### src/rtl/bit_cpt_n.sv
// Generic up/down event counter: WIDTH bits, modulo MAX, wrap or saturate, parallel load, tc flag, boundary pulse.
// Latency: cpt/ovf update one clock after qualifying inputs; tc is combinational from cpt and up_down.
// Backpressure: none; the counter accepts a load or step on every clock edge.
module bit_cpt_n #(
    parameter int WIDTH    = 3,
    parameter int MAX      = 7,
    parameter int SATURATE = 0
) (
    input  logic             clk,
    input  logic             reset,
    input  logic             activate,
    input  logic             up_down,
    input  logic             load,
    input  logic [WIDTH-1:0] load_val,
    output logic [WIDTH-1:0] cpt,
    output logic             tc,
    output logic             ovf
);

    localparam logic [WIDTH-1:0] LP_MAX  = WIDTH'(MAX);
    localparam logic [WIDTH-1:0] LP_ZERO = '0;
    localparam logic [WIDTH-1:0] LP_ONE  = WIDTH'(1);
    localparam logic             LP_SAT  = (SATURATE != 0);

    logic [WIDTH-1:0] r_cpt;
    logic             r_ovf;
    logic [WIDTH-1:0] w_cpt_nxt;
    logic             w_ovf_nxt;
    logic             w_at_top;
    logic             w_at_bot;

    assign w_at_top = (r_cpt == LP_MAX);
    assign w_at_bot = (r_cpt == LP_ZERO);

    // Next count and boundary pulse: load beats activate beats hold; the bound value depends on wrap/saturate mode.
    always_comb begin
        w_cpt_nxt = r_cpt;
        w_ovf_nxt = 1'b0;
        if (load) begin
            w_cpt_nxt = (load_val > LP_MAX) ? LP_MAX : load_val;
        end else if (activate) begin
            if (up_down) begin
                if (w_at_top) begin
                    w_cpt_nxt = LP_SAT ? LP_MAX : LP_ZERO;
                    w_ovf_nxt = 1'b1;
                end else begin
                    w_cpt_nxt = r_cpt + LP_ONE;
                end
            end else begin
                if (w_at_bot) begin
                    w_cpt_nxt = LP_SAT ? LP_ZERO : LP_MAX;
                    w_ovf_nxt = 1'b1;
                end else begin
                    w_cpt_nxt = r_cpt - LP_ONE;
                end
            end
        end
    end

    // Count and pulse registers; reset clears both immediately, independent of the clock.
    always_ff @(posedge clk or negedge reset) begin
        if (!reset) begin
            r_cpt <= LP_ZERO;
            r_ovf <= 1'b0;
        end else begin
            r_cpt <= w_cpt_nxt;
            r_ovf <= w_ovf_nxt;
        end
    end

    // Terminal count looks at the bound in the current direction, regardless of activate.
    always_comb begin
        tc = 1'b0;
        if (up_down) begin
            tc = w_at_top;
        end else begin
            tc = w_at_bot;
        end
    end

    assign cpt = r_cpt;
    assign ovf = r_ovf;

endmodule

### config.mk
export PLATFORM = sky130hd
export DESIGN_NAME = bit_cpt_n
export DESIGN_NICKNAME = d
export VERILOG_FILES = /design/src/rtl/bit_cpt_n.sv
export SDC_FILE = /design/constraint.sdc
export NUM_CORES = 1
export LEC_CHECK = 0
export BUFFER_PORTS_ARGS = -buffer_cell sky130_fd_sc_hd__buf_2
export CORE_AREA = 2 2 39 41
export DETAILED_ROUTE_END_ITERATION = 10
export DIE_AREA = 0 0 41 43
export PLACE_DENSITY = 0.42
export REMOVE_ABC_BUFFERS = 1
export SYNTH_ARGS = -nofsm -noshare
export SYNTH_HDL_FRONTEND = slang
export SYNTH_SLANG_ARGS = --single-unit
### constraint.sdc
create_clock -name clk -period 1.3 [get_ports clk]
set_input_delay 0.065 -clock clk [delete_from_list [all_inputs] [get_ports clk]]
set_output_delay 0.065 -clock clk [all_outputs]
set_load 0.005 [all_outputs]
; After elaboration in Yosys (flattened, before gate mapping)
; Cells that the tools add are included.
[word_totals]
register_bits = 4
input_bits = 8
[op_classes]
addsub = 2
n_lt_le_gt_ge = 1
eq_ne = 1
mux = 12
n_reduce_logical = 2
[ops]
columns = cell, n
row1 = 2-to-1 mux 3 bit, 6
row2 = 2-to-1 mux 1 bit, 6
row3 = "adder 3 x 1 -> 3 bit, second input constant", 1
row4 = "== test 3 bit, second input constant", 1
row5 = "greater-than comparator 3 bit, second input constant", 1
row6 = zero test 3 bit, 1
row7 = "subtractor 3 x 1 -> 3 bit, second input constant", 1
row8 = nonzero test 2 bit, 1

; Logic depth before layout (Yosys ltp)
[depth]
ltp_word = 5
depth_mapped = 5

; Worst setup path after synthesis
; Ideal clock, no wire load.
[synth_path]
path_kind = reg2reg
from = reg r_cpt[0], in the netlist cpt[0]
to = reg r_cpt[2], in the netlist cpt[2]
setup_time_ns = 0.130
arrival_time_ns = 1.185
slack_ns = -0.016
stages_incl_launch_ff = 6
cell_sequence = dfrtp_1 inv_1 ha_1 or3_1 a21oi_1 o21ai_0
[synth_between]
elab_chain_cells = 5
word_cells_on_any_way = 9
classes_between = 2 x add/sub / 1 x eq/ne / 5 x mux / 1 x reduce/logical
[synth_rtl]
columns = item, line
row1 = start: declaration, 25  ; logic [WIDTH-1:0] r_cpt;
row2 = start signal: assignment, 66  ; r_cpt <= w_cpt_nxt;
row3 = "subtractor 3 x 1 -> 3 bit, or another cell as far along", 54  ; w_cpt_nxt = r_cpt - LP_ONE;
row4 = 2-to-1 mux 3 bit (on tied branches), "50, 43"
row5 = 2-to-1 mux 3 bit *, 42  ; if (up_down) begin
row6 = 2-to-1 mux 3 bit *, 41  ; end else if (activate) begin
row7 = 2-to-1 mux 3 bit *, 39  ; if (load) begin
; Every way passes the cells marked *; elsewhere a longest branch is shown, timed or not. The select of a mux whose other input is x is not followed.
; A chain may end at the register's enable or synchronous reset.

; Worst setup path after layout
[layout_path]
from = reg r_cpt[0], in the netlist cpt[0]
to = out tc
[layout_between]
elab_chain_cells = 2
word_cells_on_any_way = 3
classes_between = 1 x eq/ne / 1 x mux / 1 x reduce/logical
[layout_rtl]
columns = item, line
row1 = == test 3 bit / zero test 3 bit (equally long branches), "32, 33"
row2 = 2-to-1 mux 1 bit *, 74  ; if (up_down) begin
row3 = end: declaration, 16  ; output logic tc,
; Every way passes the cells marked *; elsewhere a longest branch is shown, timed or not.

==> flow_summary.json <==
{
  "status": "finished, violations left",
  "violations": "negative setup slack",
  "clock.fmax_mhz": 664,
  "place.gp.congestion": 0.693,
  "critPathLaunchType": "flip-flop",
  "worstPathRequired_ns": 1.24,
  "overflow": 0,
  "p_leak_uw": 0.000249,
  "dp_hpwl_microns": 540,
  "fin_ws_ns": -0.207,
  "syn_inst": 33,
  "hold_viol_final": 0,
  "setup_viol": 4,
  "dp_slack_ns": -0.0947,
  "holdCritPathClass": "input pin to flip-flop",
  "remaining_drc_errors": 0,
  "synth_top_cell_area_share_pct": 34.2,
  "syn2layout_area_growth_pct": 72.6,
  "cts.path.max_buffers": 2,
  "final_max_slew_viol_count": 0,
  "relSlewSlack_pct": 79.0,
  "initial_core_util_pct": 21.2,
  "yosysTopAreaCell": "dfrtp_1",
  "grt_pass1_wl_microns": 1260,
  "wire_per_inst_microns": 11.9,
  "fin_util_pct": 36.5,
  "io_buffers": 12,
  "clkTransAtPathRegs_ns": 0.03,
  "drv_cap": 0,
  "track_usage_pct": 11.1,
  "antenna_cells": 0,
  "whs_ns": 0.0631,
  "final_common_cell": "buf_2",
  "cts_made_buffers": 3,
  "postSynthAreaPerCell_sq_um": 8.87,
  "cts_sinks": 4,
  "firstDrtPassIters": 4,
  "nets": 70,
  "core_sq_mm": 0.00138,
  "rows": 14,
  "synth-seq-cells": 4,
  "worstSetupPathType": "flip-flop to output pin",
  "finalNonFillerCells": 72,
  "grt_max_degree": 8,
  "drt_iter0_drc": 9,
  "ir_drop_v": 0.000312,
  "route.antenna.remaining_nets": 0,
  "wl_microns": 859,
  "grt_pass1_vias": 321,
  "max_slew.worst_pin.slew_ns": 0.314,
  "cts_root_buffer": "clkbuf_4",
  "antenna_found_initial": 0,
  "die_w_microns": 41,
  "num_io_pins": 13,
  "powerDensity_mw_per_mm2": 992,
  "critical_path_arrival_ns": 1.44,
  "synth.distinct_cells": 17,
  "drive_above_1_share_pct": 62.5,
  "dpl.cell_count": 64,
  "ys_seq_area_share_pct": 34.2,
  "clk_latency_ns": 0.23,
  "die-area_sq_mm": 0.00176,
  "htreeDepth": 1,
  "cp-end-kind": "output pin",
  "die_h_microns": 43,
  "rsz0062_at_grt": "yes",
  "finalCriticalPeriod_ns": 1.51,
  "fin_worst_skew_ns": 0.00319,
  "vias": 330,
  "critPathMaxFanout": 4,
  "yosysWarnings": 0,
  "synth.cell_area_sq_um": 293,
  "synth.area.top_cells": "dfrtp_1 34%, ha_1 17%, nand2_1 7.7%, nor2b_1 6.4%, inv_1 3.8%",
  "period_share_pct": 116,
  "vias_per_cell": 4.58,
  "tritoncts": "built",
  "final_cell_mix": "12 x buf_2, 7 x buf_4, 4 x nand2_1, 4 x dfrtp_1, 3 x clkbuf_4"
}
## where the power goes
part / switching, uW / total [uW] / internal (uW)
combinational: 85.7 / 199 / 113
clock: 45.0 / 148 / 103
sequential: 16.8 / 155 / 138
total: 148 / 501 / 354
## per-layer routing
metal / vias up / share of wire (%) / track usage, %
met5: - / 0 / 0
met4: 0 / 2.0 / 10.0
met3: 2 / 5.7 / 1.57
met2: 15 / 55 / 17.2
met1: 150 / 37 / 12.0
li1: 163 / - / -
## worst paths after layout
path                             startpoint      to  slack [ns]  cells after the start
worst max-delay path                 cpt[0]      tc       -0.21                      5
min in group asynchronous             reset     ovf        0.17                      2
worst min register to register       cpt[0]  cpt[0]        0.67                      2
worst max register to register       cpt[0]  cpt[2]       -0.17                      6
worst min-delay path            load_val[1]  cpt[1]        0.06                      3
max in group asynchronous             reset  cpt[0]        1.01                      2
## cell type report
cell class	instances	area, sq um
Clock buffer	3	22.5
Fill cell	146	878
Inverter	3	11.3
Multi-Input combinational cell	26	229
Sequential cell	4	100
Tap cell	16	20.0
Timing Repair Buffer	20	123
## Yosys cell counts
library cell	n
and2_1	1
dfrtp_1	4
ha_1	4
o21ai_0	2
a21oi_1	1
a31o_1	1
or3b_1	1
nor2b_1	3
inv_1	3
nor2_1	1
nand2b_2	1
a22oi_1	1
or3_1	1
nand2_1	6
o311ai_1	1
o31ai_1	1
o221ai_1	1
## registers in the layout, indices dropped and copies added, names as in the netlist
name  count
ovf       1
cpt       3
## stage by stage
step,power [uW],TNS (ns),area [sq um]
after global routing,547,-0.708,505
final,501,-0.527,505
after detailed placement,286,-0.280,395
after CTS,479,-0.336,470
after global placement,289,-0.322,395
after floorplan,221,-0.0158,293
## worst max-delay path, cell delays in order (launching register included)
cell and delay, ns:
dfrtp_1 0.42, inv_2 0.10, ha_4 0.13, or3b_4 0.38
nand2_2 0.09, buf_2 0.11
## cell families after synthesis
group	count (synthesis)	share of synthesized area, %
AOI/OAI and AO/OA	8	19.2
adders and majority gates	4	17.1
buffers and inverters	3	3.85
DFF	4	34.2
and+or+nand+nor	14	25.6
## timing repair
item | in CTS | in global routing
setup endpoints to repair | 5 | 5
cloned | 0 | 0
endpoints found under the hold margin | 4 | 0
buffers inserted | 3 | 1
gates resized for setup | 8 | 6
pin swaps | 4 | 3
hold buffers | 1 | 0
Power figures use the tool's default switching activity.
